[src/rtl/edid_pkg.sv]
// Shared encodings for the EDID DDC reader: FSM states, bit-engine commands and quarter phases.
package edid_pkg;

  typedef enum logic [3:0] {
    StIdle, StStart, StWbyte, StWack, StRstart, StRbyte, StMack, StStop, StDone, StErr
  } state_e;

  typedef enum logic [1:0] {CmdStart, CmdStop, CmdWrite, CmdRead} cmd_e;

  typedef enum logic [1:0] {Q0, Q1, Q2, Q3} phase_e;

  localparam logic [7:0] DDC_WORD_ADDR = 8'h00;

  function automatic logic [7:0] addr_byte(input logic [6:0] dev, input logic rd);
    return {dev, rd};
  endfunction

endpackage

[src/rtl/edid_i2c_bit.sv]
// Quarter-bit tick divider plus 4-phase DDC bit engine (START, STOP, write bit, read bit).
module edid_i2c_bit
  import edid_pkg::*;
#(
  parameter int unsigned CLK_DIV = 62
) (
  input  logic       i_clk,
  input  logic       i_rst,
  input  logic       i_en,
  input  logic       i_cmd_valid,
  input  logic [1:0] i_cmd,
  input  logic       i_bit,
  input  logic       i_sda,
  output logic       o_cmd_done,
  output logic       o_bit,
  output logic       o_scl_oe,
  output logic       o_sda_oe
);

  localparam int unsigned DivW = (CLK_DIV > 1) ? $clog2(CLK_DIV) : 1;

  logic [DivW-1:0] r_div;
  phase_e          r_phase;
  cmd_e            r_cmd;
  cmd_e            w_cmd;
  logic            w_tick;

  assign w_cmd      = cmd_e'(i_cmd);
  assign w_tick     = i_en && (r_div == DivW'(CLK_DIV - 1));
  // The q3 tick ends q2, so sda_i is still valid with SCL high at this point.
  assign o_cmd_done = w_tick && (r_phase == Q3);
  assign o_bit      = i_sda;

  // r_phase names the quarter that the next tick puts on the bus.
  always_ff @(posedge i_clk) begin
    if (!i_rst) begin
      r_div    <= '0;
      r_phase  <= Q0;
      r_cmd    <= CmdStart;
      o_scl_oe <= 1'b0;
      o_sda_oe <= 1'b0;
    end else begin
      if (!i_en || w_tick) r_div <= '0;
      else                 r_div <= r_div + 1'b1;
      if (w_tick) begin
        unique case (r_phase)
          Q0: begin
            if (i_cmd_valid) begin
              r_cmd    <= w_cmd;
              r_phase  <= Q1;
              o_scl_oe <= 1'b1;
              o_sda_oe <= (w_cmd == CmdStop) || ((w_cmd == CmdWrite) && !i_bit);
            end
          end
          Q1: begin
            o_scl_oe <= 1'b0;
            r_phase  <= Q2;
          end
          Q2: begin
            if (r_cmd == CmdStart) o_sda_oe <= 1'b1;
            if (r_cmd == CmdStop)  o_sda_oe <= 1'b0;
            r_phase <= Q3;
          end
          Q3: begin
            o_scl_oe <= (r_cmd != CmdStop);
            r_phase  <= Q0;
          end
        endcase
      end
    end
  end

endmodule

[src/rtl/edid_reader.sv]
// DDC master reading the EDID base block into a byte-write port.
// Optional EDID_CHECKSUM_EN: a non-zero byte sum turns a completed read into an error.
module edid_reader
  import edid_pkg::*;
#(
  parameter int unsigned CLK_DIV    = 62,
  parameter int unsigned EDID_BYTES = 128,
  parameter logic [6:0]  DEV_ADDR   = 7'h50
) (
  input  logic       gclk,
  input  logic       rst,
  input  logic       edid_init,
  output logic       edid_read_ok,
  output logic       edid_err,
  output logic       edid_busy,
  output logic       scl_oe,
  output logic       sda_oe,
  input  logic       sda_i,
  output logic       edid_wr_en,
  output logic [7:0] edid_wr_addr,
  output logic [7:0] edid_wr_data
);

  localparam logic [8:0] LastIdx = 9'(EDID_BYTES - 1);

  state_e     r_state;
  logic [2:0] r_bit_cnt;
  logic [8:0] r_byte_cnt;
  logic [7:0] r_shift;
  logic [1:0] r_wsel;
  logic       r_fail;
  logic       w_cmd_valid, w_bit, w_cmd_done, w_bit_out, w_sum_ok, w_rbyte_end;
  cmd_e       w_cmd;
  logic [7:0] w_rx_byte;

  assign w_rx_byte   = {r_shift[6:0], w_bit_out};
  assign w_rbyte_end = (r_state == StRbyte) && w_cmd_done && (r_bit_cnt == 3'd7);

`ifdef EDID_CHECKSUM_EN
  logic [7:0] r_sum;
  assign w_sum_ok = (r_sum == 8'h00);
  always_ff @(posedge gclk) begin
    if (!rst || ((r_state == StIdle) && edid_init)) r_sum <= 8'h00;
    else if (w_rbyte_end)                             r_sum <= r_sum + w_rx_byte;
  end
`else
  assign w_sum_ok = 1'b1;
`endif

  always_comb begin
    w_cmd_valid = 1'b1;
    w_cmd       = CmdRead;
    w_bit       = 1'b1;
    unique case (r_state)
      StStart, StRstart: w_cmd = CmdStart;
      StWbyte: begin
        w_cmd = CmdWrite;
        w_bit = r_shift[7];
      end
      StWack, StRbyte: w_cmd = CmdRead;
      StMack: begin
        // Released SDA (NACK) on the final byte tells the slave to stop sending.
        w_cmd = CmdWrite;
        w_bit = (r_byte_cnt == LastIdx);
      end
      StStop:  w_cmd = CmdStop;
      default: w_cmd_valid = 1'b0;
    endcase
  end

  edid_i2c_bit #(
    .CLK_DIV (CLK_DIV)
  ) u_bit (
    .i_clk       (gclk),
    .i_rst       (rst),
    .i_en        (edid_busy),
    .i_cmd_valid (w_cmd_valid),
    .i_cmd       (w_cmd),
    .i_bit       (w_bit),
    .i_sda       (sda_i),
    .o_cmd_done  (w_cmd_done),
    .o_bit       (w_bit_out),
    .o_scl_oe    (scl_oe),
    .o_sda_oe    (sda_oe)
  );

  always_ff @(posedge gclk) begin
    if (!rst) begin
      r_state      <= StIdle;
      r_bit_cnt    <= 3'd0;
      r_byte_cnt   <= 9'd0;
      r_shift      <= 8'h00;
      r_wsel       <= 2'd0;
      r_fail       <= 1'b0;
      edid_read_ok <= 1'b0;
      edid_err     <= 1'b0;
      edid_busy    <= 1'b0;
      edid_wr_en   <= 1'b0;
      edid_wr_addr <= 8'h00;
      edid_wr_data <= 8'h00;
    end else begin
      edid_wr_en <= 1'b0;
      unique case (r_state)
        StIdle: begin
          if (edid_init) begin
            r_state      <= StStart;
            edid_read_ok <= 1'b0;
            edid_err     <= 1'b0;
            edid_busy    <= 1'b1;
            r_byte_cnt   <= 9'd0;
            r_fail       <= 1'b0;
          end
        end
        StStart: begin
          if (w_cmd_done) begin
            r_state   <= StWbyte;
            r_shift   <= addr_byte(DEV_ADDR, 1'b0);
            r_bit_cnt <= 3'd0;
            r_wsel    <= 2'd0;
          end
        end
        StRstart: begin
          if (w_cmd_done) begin
            r_state   <= StWbyte;
            r_shift   <= addr_byte(DEV_ADDR, 1'b1);
            r_bit_cnt <= 3'd0;
            r_wsel    <= 2'd2;
          end
        end
        StWbyte: begin
          if (w_cmd_done) begin
            r_shift   <= {r_shift[6:0], 1'b0};
            r_bit_cnt <= r_bit_cnt + 3'd1;
            if (r_bit_cnt == 3'd7) r_state <= StWack;
          end
        end
        StWack: begin
          if (w_cmd_done) begin
            if (w_bit_out) begin
              r_fail  <= 1'b1;
              r_state <= StStop;
            end else begin
              unique case (r_wsel)
                2'd0: begin
                  r_state <= StWbyte;
                  r_shift <= DDC_WORD_ADDR;
                  r_wsel  <= 2'd1;
                end
                2'd1:    r_state <= StRstart;
                default: r_state <= StRbyte;
              endcase
            end
          end
        end
        StRbyte: begin
          if (w_cmd_done) begin
            r_shift   <= w_rx_byte;
            r_bit_cnt <= r_bit_cnt + 3'd1;
            if (r_bit_cnt == 3'd7) begin
              edid_wr_en   <= 1'b1;
              edid_wr_addr <= r_byte_cnt[7:0];
              edid_wr_data <= w_rx_byte;
              r_state      <= StMack;
            end
          end
        end
        StMack: begin
          if (w_cmd_done) begin
            r_byte_cnt <= r_byte_cnt + 9'd1;
            r_state    <= (r_byte_cnt == LastIdx) ? StStop : StRbyte;
          end
        end
        StStop: begin
          if (w_cmd_done) r_state <= r_fail ? StErr : StDone;
        end
        StDone: begin
          edid_busy <= 1'b0;
          r_state   <= StIdle;
          if (w_sum_ok) edid_read_ok <= 1'b1;
          else          edid_err     <= 1'b1;
        end
        StErr: begin
          edid_busy <= 1'b0;
          edid_err  <= 1'b1;
          r_state   <= StIdle;
        end
        default: r_state <= StIdle;
      endcase
    end
  end

endmodule

[config.mk]
export PLATFORM = sky130hd
export DESIGN_NAME = edid_reader
export DESIGN_NICKNAME = d
export VERILOG_FILES = /design/src/rtl/edid_pkg.sv /design/src/rtl/edid_i2c_bit.sv /design/src/rtl/edid_reader.sv
export SDC_FILE = /design/constraint.sdc
export NUM_CORES = 1
export LEC_CHECK = 0
export ABC_AREA = 1
export CAP_MARGIN = 10
export CORE_UTILIZATION = 25
export DETAILED_ROUTE_END_ITERATION = 8
export HOLD_SLACK_MARGIN = 0.15
export PLACE_DENSITY = 0.41
export SYNTH_ARGS = -nofsm -noshare
export SYNTH_HDL_FRONTEND = slang
export SYNTH_HIERARCHICAL = 1
export SYNTH_SLANG_ARGS = --single-unit
[constraint.sdc]
create_clock -name gclk -period 2.8 [get_ports gclk]
set_input_delay 0.56 -clock gclk [delete_from_list [all_inputs] [get_ports gclk]]
set_output_delay 0.56 -clock gclk [all_outputs]
set_load 0.01 [all_outputs]
* Word level (Yosys, flattened, before mapping)
Index checks and enable logic that the tools add are counted.
Word-level totals: register bits after elaboration 59, word-level logic and storage cells 154, output and inout bits 22
Cells by class: reduce and logical (&&, ||, !) cells 42, bitwise logic cells 1, add/subtract/negate cells 3, eq/ne operators 37, muxes and demuxes 54
Operator list (count):
- 8-bit 2-to-1 mux | 7
- 8-bit case mux with 5 select lines | 1
- 4-bit 2-to-1 mux | 9
- 4-bit case mux with 7 select lines | 1
- 2-bit by 1-bit inequality test with 1-bit output, second input constant | 12
- 9-bit 2-to-1 mux | 2
- 9-bit case mux with 2 select lines | 1
- 3-bit AND reduction | 6
- 4-bit by 3-bit equality test with 1-bit output, second input constant | 4
- 2-bit 2-to-1 mux | 7
- 2-bit nonzero test | 7
- 1-bit case mux with 2 select lines | 6
- 2-bit case mux with 3 select lines | 2
- 3-bit case mux with 2 select lines | 2
- 1-bit 2-to-1 mux | 11
- 2-bit inequality test, second input constant | 5
- 2-bit OR reduction | 5
- 9-bit by 1-bit adder with 9-bit output, second input constant | 1
- 9-bit by 7-bit equality test with 1-bit output, second input constant | 1
- 3-bit 2-to-1 mux | 3
- 9-bit AND reduction | 1
- 2-bit by 1-bit equality test with 1-bit output, second input constant | 4
- 4-bit by 2-bit equality test with 1-bit output, second input constant | 2
- 4-bit equality test, second input constant | 2
- other kinds (22) | 35

* Logic depth before layout (Yosys ltp)
Gate-level depths: netlist (run 1).
depth in word-level cells 8, gate-level depth with buffers 13, mapped depth without buffers 13

* Modules after synthesis
Netlist (run 1), hierarchy kept.
By module, submodules not included:
- edid_reader | area an instance 2199.6 um^2, seq. area each 940.9 um^2, cells each 324, instances 1
- edid_i2c_bit | area an instance 719.4 um^2, seq. area each 240.2 um^2, cells each 98, instances 1

* Worst setup path before layout (run 1)
Ideal clock, no wire load.
path kind register -> register, start point register u_bit.r_div[0], end point register r_state[0], arrival time 1589 ps, library setup time 114 ps, cell stages (with the launch flop) 12, buffers on the path 0, clock period less this slack 1703 ps, required time 2686 ps, slack 1097 ps, cell sequence dfxtp_1 -> ha_1 -> nand2_2 -> nor2_4 -> and3_2 -> inv_1 -> nand3_1 -> nand2_1 -> inv_1 -> nand3_1 -> nor2_1 -> nor2_1
Between the ends: cells in the longest elaborated chain, start to end 5
RTL lines:
- from (decl) | RTL line edid_i2c_bit.sv:22 | logic [DivW-1:0] r_div;
- from (signal assigned) | RTL line edid_i2c_bit.sv:44 | else r_div <= r_div + 1'b1;
- 6-bit equality test * | RTL line edid_i2c_bit.sv:29 | assign w_tick = i_en && (r_div == DivW'(CLK_DIV - 1));
- 1-bit logical AND * | RTL line edid_i2c_bit.sv:29
- 1-bit logical AND * | RTL line edid_i2c_bit.sv:31 | assign o_cmd_done = w_tick && (r_phase == Q3);
- net w_cmd_done | RTL line edid_reader.sv:32 | logic w_cmd_valid, w_bit, w_cmd_done, w_bit_out, w_sum_ok, w_rbyte_end;
- 2-bit by 1-bit inequality test with 1-bit output (no source line)
- 9-bit AND reduction (no source line) *
- to (signal assigned) | RTL line edid_reader.sv:89 | r_state <= StIdle;
- to (signal assigned) | RTL line edid_reader.sv:106 | r_state <= StStart;
- to (signal assigned) | RTL line edid_reader.sv:116 | r_state <= StWbyte;
- to (decl) | RTL line edid_reader.sv:26 | state_e r_state;
Mark *: on every way through the listed nets, which the timed path passes. The rest lies on a longest branch. A chain may end at the register's enable or synchronous reset.

* Worst setup path in the final report (run 1)
start point register u_bit.r_div[0], end point register r_byte_cnt[4]
Between the ends: cells in the longest elaborated chain, start to end 5
RTL lines:
- 6-bit equality test | RTL line edid_i2c_bit.sv:29
- 1-bit logical AND | RTL line edid_i2c_bit.sv:29
- 1-bit logical AND | RTL line edid_i2c_bit.sv:31
- net w_cmd_done | RTL line edid_reader.sv:32
- 2-bit by 1-bit inequality test with 1-bit output (no source line)
- 3-bit AND reduction (no source line)
- to (signal assigned) | RTL line edid_reader.sv:169 | r_byte_cnt <= r_byte_cnt + 9'd1;
- to (decl) | RTL line edid_reader.sv:28 | logic [8:0] r_byte_cnt;
The timed path passes the listed nets, and every way through them passes these cells.

==> results of run 1 <==
==> sequential cells by signal (all words and copies together), names as in the netlist <==
signal          cells
edid_busy           1
edid_err            1
edid_read_ok        1
edid_wr_addr        8
edid_wr_data        8
edid_wr_en          1
r_bit_cnt           3
r_byte_cnt          9
r_fail              1
r_shift             8
r_state             4
r_wsel              2
u_bit/o_scl_oe      1
u_bit/o_sda_oe      1
u_bit/r_cmd         2
u_bit/r_div         6
u_bit/r_phase       2
==> area by class of cell <==
type | count | area [sq um]
Clock inverter | 4 | 72.57
Clock buffer | 12 | 256.5
Tap cell | 143 | 178.9
Timing Repair Buffer | 28 | 272.8
Inverter | 62 | 232.7
Fill cell | 1239 | 7762
Multi-Input combinational cell | 292 | 1461
Sequential cell | 59 | 1181
==> critical path: stages, from the launching register on <==
cell	delay [ns]
dfxtp_1	0.39
ha_1	0.18
nand2_2	0.09
nor2_4	0.17
and3_2	0.31
nand2_1	0.08
nand2_1	0.29
nand2_1	0.12
o21ai_0	0.17
a21oi_1	0.05
==> path summary, 6_finish.rpt <==
check                  start         endpoint  slack [ns]  depth (start not counted)
max           u_bit/r_div[0]    r_byte_cnt[4]        0.84                          9
min          edid_wr_addr[6]  edid_wr_addr[6]        0.44                          2
min reg2reg  edid_wr_addr[6]  edid_wr_addr[6]        0.44                          2
max reg2reg   u_bit/r_div[0]    r_byte_cnt[4]        0.84                          9
==> metal layers <==
layer / track usage [%] / vias to the layer above / routed length, microns / part of all wire (%)
li1: - / 1390 / - / -
met5: 0 / - / 0 / 0
met4: 5.714 / 0 / 118 / 1.8
met1: 15.59 / 1176 / 3225 / 48
met2: 18.79 / 40 / 3083 / 46
met3: 3.175 / 9 / 243 / 3.6
==> stage by stage <==
stage / area [sq um] / hold slack, ns / std cells / util (%) / worst slack [ns]
6_report: 3656 / 0.4403 / 600 / 32.02 / 0.8369
5_1_grt: 3656 / 0.4553 / 600 / 32.02 / 0.5896
4_1_cts: 3656 / 0.4440 / 600 / 32.02 / 0.8273
3_5_place_dp: 3327 / 0.4355 / 584 / 29.14 / 0.7740
3_3_place_gp: 3327 / 0.4315 / 584 / 29.14 / 0.7599
2_1_floorplan: 2919 / 0.4371 / 422 / - / 1.097
==> kinds of logic (layout without fill, tap and decap cells) <==
family / after synthesis / count (layout) / share of synthesized area [%]
flops: 59 / 59 / 40.46
simple gates: 209 / 209 / 32.62
fa+ha+maj: 11 / 11 / 4.715
compound gates: 70 / 70 / 12.13
buf+inv: 71 / 106 / 9.473
xor+xnor: 2 / 2 / 0.6002
==> power by group <==
| part | total, mW | internal [mW] | switching (mW) |
|---|---|---|---|
| combinational | 0.787 | 0.246 | 0.541 |
| clock | 1.21 | 0.826 | 0.380 |
| sequential | 1.03 | 0.943 | 0.0822 |
==> layout by cell type, fill, tap and decap left out, drive strengths merged <==
master / count
a21oi: 38
a31oi: 1
and3: 2
buf: 3
bufinv: 2
clkbuf: 12
clkdlybuf4s50: 25
clkinv: 1
clkinvlp: 1
dfxtp: 59
ha: 11
inv: 62
nand2: 105
nand3: 22
nand3b: 2
nand4: 7
nor2: 66
nor3: 4
nor3b: 1
o211ai: 1
o21ai: 30
xor2: 2
==> summary.txt, run 1 <==
Status
  – Status: finished clean

Finish
  – Share of cells above drive strength 1: 8.315%
  – Antenna Diode Count: 0
  – Area Overhead vs Synth: 25.25%
  – Nets: approximately 470

Global route
  – GR Util All Layers: 12.12%
  – Vias in the first global route: 2416
  – First-pass GRT wire length: 11.14 mm
  – Largest net degree at the start of global routing: 33
  – Initial antenna violation count: 0
  – Grt total ovfl: 0

Detailed routing
  – DRT Pass-1 Iters: 4
  – Routed length per instance: 11.12 microns
  – Vias per inst: 4.358
  – Drc violations: 0
  – Total Wirelength: 6.670 mm
  – DRT antenna net count: 0
  – Routed vias: between 2000 and 3000
  – Initial DRC count: 128

CTS
  – Clock buffer count from CTS: 9
  – TritonCTS clock tree: yes
  – CTS Buffer Depth: 2
  – Clock latency on the worst-skew pair: ~0.32 ns
  – H-tree Lvls: 3
  – Clock transition at path regs: 0.05 ns
  – Hold_buf cts: 0
  – CTS Sinks: 59
  – Post-CTS Setup Bufs: 0
  – CTS resizes: 0
  – Root Driver: clkbuf_16

Synthesis
  – Most frequent cells after synthesis: nand2_1, nor2_1, inv_1
  – Sequential area share after synthesis: 40.46%
  – Ys flop type: dfxtp_1
  – Synth area leader: dfxtp_1
  – Synthesized area per cell: approximately 7 sq um
  – Most frequent cell after synthesis: nand2_1
  – Fraction of synthesis flops using an asynchronous set or reset pin: 0%
  – Main area contributors after synthesis: dfxtp_1, nand2_1, nor2_1
  – Synth cell types: 30
  – Syn Inst Count: 422
  – Flops & latches, synth: 59
  – Yosys Warn Count: 6
  – Syn nets: ~440
  – Top cell type's share of synthesized area: about 40%
  – Netlist Area Pre-Place: 2919 sq um
  – Post-synth EDFFs: 0

Pwr
  – Pwr Total: about 3 mW
  – Max rail drop VDD: 0.0003008 V
  – Lkg Pwr: 1.529 nW
  – PwrDens: roughly 830 nW/um^2

Timing
  – Final critical-path required period: between 1.5 and 2 ns
  – Final hold violation count: 0
  – Final setup vio count: 0
  – Setup TNS: 0 ns
  – Worst Skew: 0.006770 ns
  – Final Slew Violations: 0
  – Final Cycle Share: 70.11%
  – Worst slew pin tran: roughly 0.4 ns
  – Worst slew margin: 73.62%
  – RSZ-0062 raised after global routing: no
  – Maximum operating frequency: 509.4 MHz

Run
  – Maxcap violations: 0

Die
  – Initial core utilization: 25.56%
  – Die ar.: 12110 sq um
  – Core Rows: 39
  – Chip Height: ~110 microns
  – Core area: 11420 sq um
  – Total I/O pin count: 26
  – Die width: 110.1 microns

Setup path
  – CP arrival: ~2.2 ns
  – CP Max Fanout: 12
  – CP Class: reg -> reg
  – Critical path endpoint category: register
  – Critical path launch point type: register
  – Worst Path Required: 3.01 ns

Placement
  – Dpl hpwl: between 4 and 5 mm
  – Number of I/O port buffers: 25
  – RD Place Congestion: between 0.8 and 0.9

Worst hold path
  – Worst hold path type: reg -> reg
(Power assumes the default switching activity.)
==> run 2, diff against run 1 <==
--- a/config.mk
+++ b/config.mk
@@ -10,7 +10,7 @@
 export CORE_UTILIZATION = 25
 export DETAILED_ROUTE_END_ITERATION = 8
 export HOLD_SLACK_MARGIN = 0.15
-export PLACE_DENSITY = 0.41
+export PLACE_DENSITY = 0.42
 export SYNTH_ARGS = -nofsm -noshare
 export SYNTH_HDL_FRONTEND = slang
 export SYNTH_HIERARCHICAL = 1
==> constraint.sdc (replaced) <==
create_clock -name gclk -period 1.72 [get_ports gclk]
set_input_delay 0.344 -clock gclk [delete_from_list [all_inputs] [get_ports gclk]]
set_output_delay 0.344 -clock gclk [all_outputs]
set_load 0.01 [all_outputs]
==> run 2 against run 1 <==
Net effect:
- global-route usage is 0.57 points higher
- worst hold slack better by 0.00086 ns
- critical path depth is 8 lower
- flip-flop and latch count stayed put
- largest cell class unchanged
- largest power group unchanged
- highest routed layer unchanged
==> summary.txt, run 2 (same netlist as run 1, synthesis figures left out) <==
Setup path
  – Reg2reg setup slack: 0.13 ns (-0.71 ns)
  – CP arrival: 1.28 ns (-0.90 ns)
  – Critical Path Start: edid_busy
  – Max incr delay on CP: 0.57 ns (+0.18 ns)
  – Critical path endpoint category: primary output
  – CP endpoint: edid_busy
  – Worst flop-to-flop path startpoint: u_bit/r_div[1]
  – CP Class: reg -> out
  – WP buf/inv: 1 (+1)
  – Critical path launch point type: register
  – R2r endpoint: edid_wr_addr[7]
  – Crit path max-delay family: buffers and inverters
  – Worst Path Required: 1.38 ns (-1.63 ns)
  – Worst reg2reg path depth: 9 (unchanged)
  – CP Max Fanout: 4 (-8)
  – Crit. path cell count: 1 (-8)
  – CP max-delay cell: clkdlybuf4s50_1
  – CP Cell Sequence: clkdlybuf4s50_1

Pwr
  – Switch share: 31.97% (-1.3 points)
  – Lkg Pwr: 1.718 nW (+12%)
  – Flop pwr share: 31.0% (-3.0 points)
  – Psw: 1.717 mW (+71%)
  – Pwr Total: 5.369 mW (+78%)
  – Internal: 3.653 mW (+81%)
  – Clk network pwr share: 40.1% (about the same)
  – Comb power frac: 28.9% (+2.8 points)
  – Max rail drop VDD: 0.0004794 V (+59%)
  – PwrDens: 1346 nW/um^2 (+63%)

Detailed routing
  – Routed length per instance: 10.90 microns (-1.9%)
  – Initial DRC count: 125 (-2.3%)
  – Drc violations: 0 (unchanged)
  – DRT Pass-1 Iters: 4 (unchanged)
  – Vias per inst: 4.244 (-2.6%)
  – Routed vias: 2678 (+2.4%)
  – Total Wirelength: 6.878 mm (+3.1%)
  – DRT antenna net count: 0 (unchanged)

Die
  – Core area: 11420 sq um (unchanged)
  – Die ar.: 12110 sq um (unchanged)
  – Chip Height: 110.1 microns (unchanged)
  – Die width: 110.1 microns (unchanged)
  – Core Rows: 39 (unchanged)
  – Total I/O pin count: 26 (unchanged)
  – Initial core utilization: 25.56% (unchanged)

CTS
  – Clock buffer count from CTS: 9 (unchanged)
  – Clock latency on the worst-skew pair: 0.32 ns (about the same)
  – CTS Buffer Depth: 2 (unchanged)
  – CTS Sinks: 59 (unchanged)
  – Root Driver: clkbuf_16
  – Hold_buf cts: 0 (unchanged)
  – TritonCTS clock tree: yes
  – H-tree Lvls: 3 (unchanged)
  – Clock transition at path regs: 0.05 ns (about the same)

Finish
  – Final Non-Filler Cells: 631 (+5.2%)
  – Most flop-heavy register: r_byte_cnt
  – Antenna Diode Count: 0 (unchanged)
  – Nets: 498 (+6.6%)
  – Area Overhead vs Synth: 36.61%
  – Share of cells above drive strength 1: 15.98% (+7.7 points)
  – Most common cell after layout, fill and taps aside: nand2_1
  – Max reg flops: 9 (unchanged)
  – Commonest cells after routing, fill and taps aside: nand2_1, nor2_1, inv_1
  – Post-route cell area: 3988 sq um (+9.1%)

Global route
  – GR Util All Layers: 12.68% (+0.57 points)
  – First-pass GRT wire length: 11.70 mm (+5.0%)
  – Largest net degree at the start of global routing: 33 (unchanged)
  – Initial antenna violation count: 0 (unchanged)
  – Grt total ovfl: 0 (unchanged)
  – Vias in the first global route: 2492 (+3.1%)

Placement
  – Dpl hpwl: 5.185 mm (+5.6%)
  – Area after DPL: 3577 sq um (+7.5%)
  – RD Place Congestion: 0.8181 (-4.6%)
  – Placed Cells: 614 (+5.1%)
  – Number of I/O port buffers: 25 (unchanged)

Timing
  – Final Slew Violations: 0 (unchanged)
  – Worst Skew: 0.006888 ns (+0.0001183 ns)
  – Worst slew margin: 71.88% (-1.7 points)
  – Final Cycle Share: 94.69%
  – Final critical-path required period: 1.629 ns
  – RSZ-0062 raised after global routing: yes
  – Final hold violation count: 0 (unchanged)
  – Final setup vio count: 0 (unchanged)
  – Worst slew pin tran: 0.4174 ns (+0.02576 ns)
  – Maximum operating frequency: 614.0 MHz
  – WHS: 0.4412 ns (+0.0008570 ns)

Run
  – Maxcap violations: 0 (unchanged)

Status
  – Status: finished clean

Worst hold path
  – Worst hold path type: reg -> reg
## run 2: cell count changes in the layout (fill, tap and decap cells not counted), moves of 2 or more
cell / before / now
nand3_1: 19 / 17
o21ai_0: 29 / 23
buf_12: 0 / 2
nor2_1: 62 / 60
dfxtp_1: 59 / 57
buf_4: 3 / 32
dfxtp_2: 0 / 2
o21ai_1: 1 / 7
## run 2: layer usage
layer  GRT usage, %  wire (microns)  vias to the layer above
met1          16.79            3486                     1192
met3          3.175             178                        4
met4          5.810              72                        0
met2          19.29            3141                       30
li1               -               -                     1452
met5              0               0                        -
## run 2: power by group through the flow
stage | clock (mW) | combinational [mW] | sequential, mW
floorplan | 0 | 1.03 | 1.66
global placement | 0 | 1.52 | 1.69
detailed placement | 0 | 1.51 | 1.69
CTS | 2.22 | 1.53 | 1.66
global route | 2.27 | 1.78 | 1.69
finish | 2.15 | 1.55 | 1.66
## run 2: how the worst min path moves through the flow
| stage | to | slack [ns] | startpoint | depth (start not counted) |
|---|---|---|---|---|
| floorplan | r_fail | 0.44 | r_fail | 2 |
| global placement | edid_wr_data[1] | 0.43 | edid_wr_data[1] | 2 |
| detailed placement | edid_wr_data[1] | 0.44 | edid_wr_data[1] | 2 |
| CTS | edid_wr_data[1] | 0.44 | edid_wr_data[1] | 2 |
| global route | edid_wr_addr[0] | 0.46 | edid_wr_addr[0] | 2 |
| finish | edid_wr_data[1] | 0.44 | edid_wr_data[1] | 2 |
## run 2: what timing repair did
item,in CTS,in global routing
setup buffers,0,1
endpoints found under the setup margin,12,30
gates cloned,0,0
pin swaps,0,1
gates resized for setup,3,15
## run 2: per-stage QoR
stage | setup TNS, ns | setup WS [ns] | util (%)
6_report | 0 | 0.09140 | 34.92
5_1_grt | -0.003721 | -0.003721 | 34.92
4_1_cts | 0 | 0.01861 | 34.56
3_5_place_dp | -0.2901 | -0.04219 | 31.33
3_3_place_gp | -0.04413 | -0.01567 | 31.33
2_1_floorplan | 0 | 0.01652 | -
## run 2: worst min-delay path: stages, from the launching register on
cell and delay [ns]:
dfxtp_1 0.30, inv_1 0.04, a21oi_1 0.05
## run 2: layout make-up
| class | count | area [sq um] |
|---|---|---|
| timing repair buffer | 59 | 530.5 |
| fill | 1237 | 7431 |
| inverter | 62 | 232.7 |
| clock inverter | 4 | 95.09 |
| tap | 143 | 178.9 |
| clock buffer | 12 | 266.5 |
| multi-input combinational | 292 | 1500 |
| sequential | 59 | 1184 |
==> run 3, diff against run 2 <==
==> constraint.sdc (replaced) <==
create_clock -name gclk -period 1.72 [get_ports gclk]
set_input_delay 0.344 -clock gclk [delete_from_list [all_inputs] [get_ports gclk]]
set_output_delay 0.344 -clock gclk [all_outputs]
set_load 0.005 [all_outputs]
==> run 3 against run 2 <==
Net effect:
- global-route usage grew 0.47 points
- sequential power is essentially flat
- routed wire length grew 4.2%
- worst setup slack lost 0.021 ns
- sequential share of layout area shrank 0.32 points
- critical endpoint unchanged
- flip-flop and latch count is the same
- critical path depth grew 1
- first-iteration DRC count grew 38%
==> summary.txt, run 3 (same netlist as run 1, synthesis figures left out) <==
Pwr
  – PwrDens: 1375 nW/um^2 (+2.1%)
  – Lkg Pwr: 1.732 nW (+0.81%)
  – Max rail drop VDD: 0.0004793 V (about the same)
  – Clk network pwr share: 40.9% (+0.8 points)
  – Switch share: 31.81% (-0.16 points)
  – Psw: 1.760 mW (+2.6%)
  – Flop pwr share: 30.0% (-1.0 points)
  – Internal: 3.774 mW (+3.3%)
  – Comb power frac: 29.1% (+0.2 points)

CTS
  – CTS Sinks: 59 (unchanged)
  – H-tree Lvls: 3 (unchanged)
  – Hold_buf cts: 0 (unchanged)
  – Clock latency on the worst-skew pair: 0.33 ns (about the same)
  – CTS Buffer Depth: 2 (unchanged)
  – Clock transition at path regs: 0.05 ns (about the same)
  – Root Driver: clkbuf_16
  – Clock buffer count from CTS: 9 (unchanged)
  – TritonCTS clock tree: yes

Setup path
  – CP Max Fanout: 6 (+2)
  – Critical path launch point type: register
  – Critical path endpoint category: primary output
  – CP Class: reg -> out
  – CP arrival: 1.31 ns (+0.03 ns)
  – Worst Path Required: 1.38 ns (about the same)

Global route
  – Grt total ovfl: 0 (unchanged)
  – GR Util All Layers: 13.16% (+0.47 points)
  – Largest net degree at the start of global routing: 33 (unchanged)
  – Vias in the first global route: 2542 (+2.0%)
  – Initial antenna violation count: 0 (unchanged)
  – First-pass GRT wire length: 12.01 mm (+2.7%)

Die
  – Core Rows: 39 (unchanged)
  – Core area: 11420 sq um (unchanged)
  – Total I/O pin count: 26 (unchanged)
  – Die width: 110.1 microns (unchanged)
  – Die ar.: 12110 sq um (unchanged)
  – Chip Height: 110.1 microns (unchanged)
  – Initial core utilization: 25.56% (unchanged)

Detailed routing
  – Vias per inst: 4.344 (+2.4%)
  – DRT antenna net count: 0 (unchanged)
  – Total Wirelength: 7.170 mm (+4.2%)
  – Routed length per instance: 11.33 microns (+3.9%)
  – Drc violations: 0 (unchanged)
  – Initial DRC count: 172 (+38%)
  – Routed vias: 2750 (+2.7%)
  – DRT Pass-1 Iters: 5 (+1)

Timing
  – Worst Skew: 0.007950 ns (+0.001061 ns)
  – Final setup vio count: 0 (unchanged)
  – Final Slew Violations: 0 (unchanged)
  – Worst slew margin: 71.88% (about the same)
  – RSZ-0062 raised after global routing: yes
  – Maximum operating frequency: 606.3 MHz (-1.3%)
  – Final critical-path required period: 1.649 ns (+0.02064 ns)
  – Setup TNS: 0 ns (unchanged)
  – Final Cycle Share: 95.89% (+1.2 points)
  – Final hold violation count: 0 (unchanged)
  – Worst slew pin tran: 0.4174 ns (-0.00002122 ns)
  – WHS: 0.4414 ns (+0.0002200 ns)

Finish
  – Sequential cell area: 1182 sq um (-0.11%)
  – Antenna Diode Count: 0 (unchanged)
  – Commonest cells after routing, fill and taps aside: nand2_1, nor2_1, dfxtp_1
  – Max reg flops: 9 (unchanged)
  – Share of cells above drive strength 1: 17.35% (+1.4 points)
  – Most flop-heavy register: r_byte_cnt
  – Nets: 500 (+0.40%)
  – Area Overhead vs Synth: 37.93%
  – # fillers: 1240 (+0.24%)
  – Most common cell after layout, fill and taps aside: nand2_1
  – Multi-input logic area: 1510 sq um (+0.67%)

Placement
  – Number of I/O port buffers: 25 (unchanged)
  – Dpl hpwl: 5.252 mm (+1.3%)
  – RD Place Congestion: 0.8298 (+1.4%)

Run
  – Maxcap violations: 0 (unchanged)

Worst hold path
  – Worst hold path type: reg -> reg

Status
  – Status: finished clean
run 3: stage by stage:
stage | std cells | utilization (%) | worst slack (ns) | total power [mW] | instance area [sq um]
after global placement | 614 | 31.33 | -0.01588 | 3.201 | 3577
after global routing | 633 | 35.26 | -0.02936 | 5.927 | 4026
after floorplan | 422 | - | 0.01658 | 2.687 | 2919
after CTS | 630 | 34.75 | 0.001579 | 5.532 | 3968
final | 633 | 35.26 | 0.07077 | 5.534 | 4026
after detailed placement | 614 | 31.33 | -0.06782 | 3.195 | 3577
run 3: area by class of cell:
class	instances	share of cell area, %
clock buffers	12	6.370
clock inverters	4	2.983
inverters	62	5.780
multi-input cells	292	37.51
flip-flops and latches	59	29.37
well taps	143	4.444
repair buffers	61	13.55
run 3: critical path, stage by stage (launching register included):
cell,delay [ns]
dfxtp_1,0.32
buf_4,0.15
clkdlybuf4s50_1,0.51
run 3: what timing repair did:
item	CTS	global route
setup buffers	0	3
pin swaps	0	1
resized for setup	4	17
setup endpoints to repair	15	14
run 3: routing by layer:
metal	vias to the layer above	part of all wire, %	GRT usage (%)	wire length (microns)
met5	-	0	0	0
met4	0	2.0	6.000	144
met3	11	2.9	3.527	205
met2	30	45	20.22	3247
met1	1249	50	17.12	3572
li1	1460	-	-	-
run 3: worst paths after layout:
check | from | to | slack, ns | cells after the start
worst max-delay path | edid_busy | edid_busy | 0.07 | 2
worst min-delay path | edid_wr_data[1] | edid_wr_data[1] | 0.44 | 2
worst max register to register | u_bit/r_div[1] | r_shift[3] | 0.12 | 12
worst min register to register | edid_wr_data[1] | edid_wr_data[1] | 0.44 | 2
run 3: power by group through the flow:
stage,Combinational [mW],Sequential [mW],Clock [mW]
floorplan,1.03,1.66,0
global route,1.85,1.68,2.40
CTS,1.55,1.66,2.33
finish,1.61,1.66,2.26
global placement,1.52,1.68,0
detailed placement,1.51,1.68,0
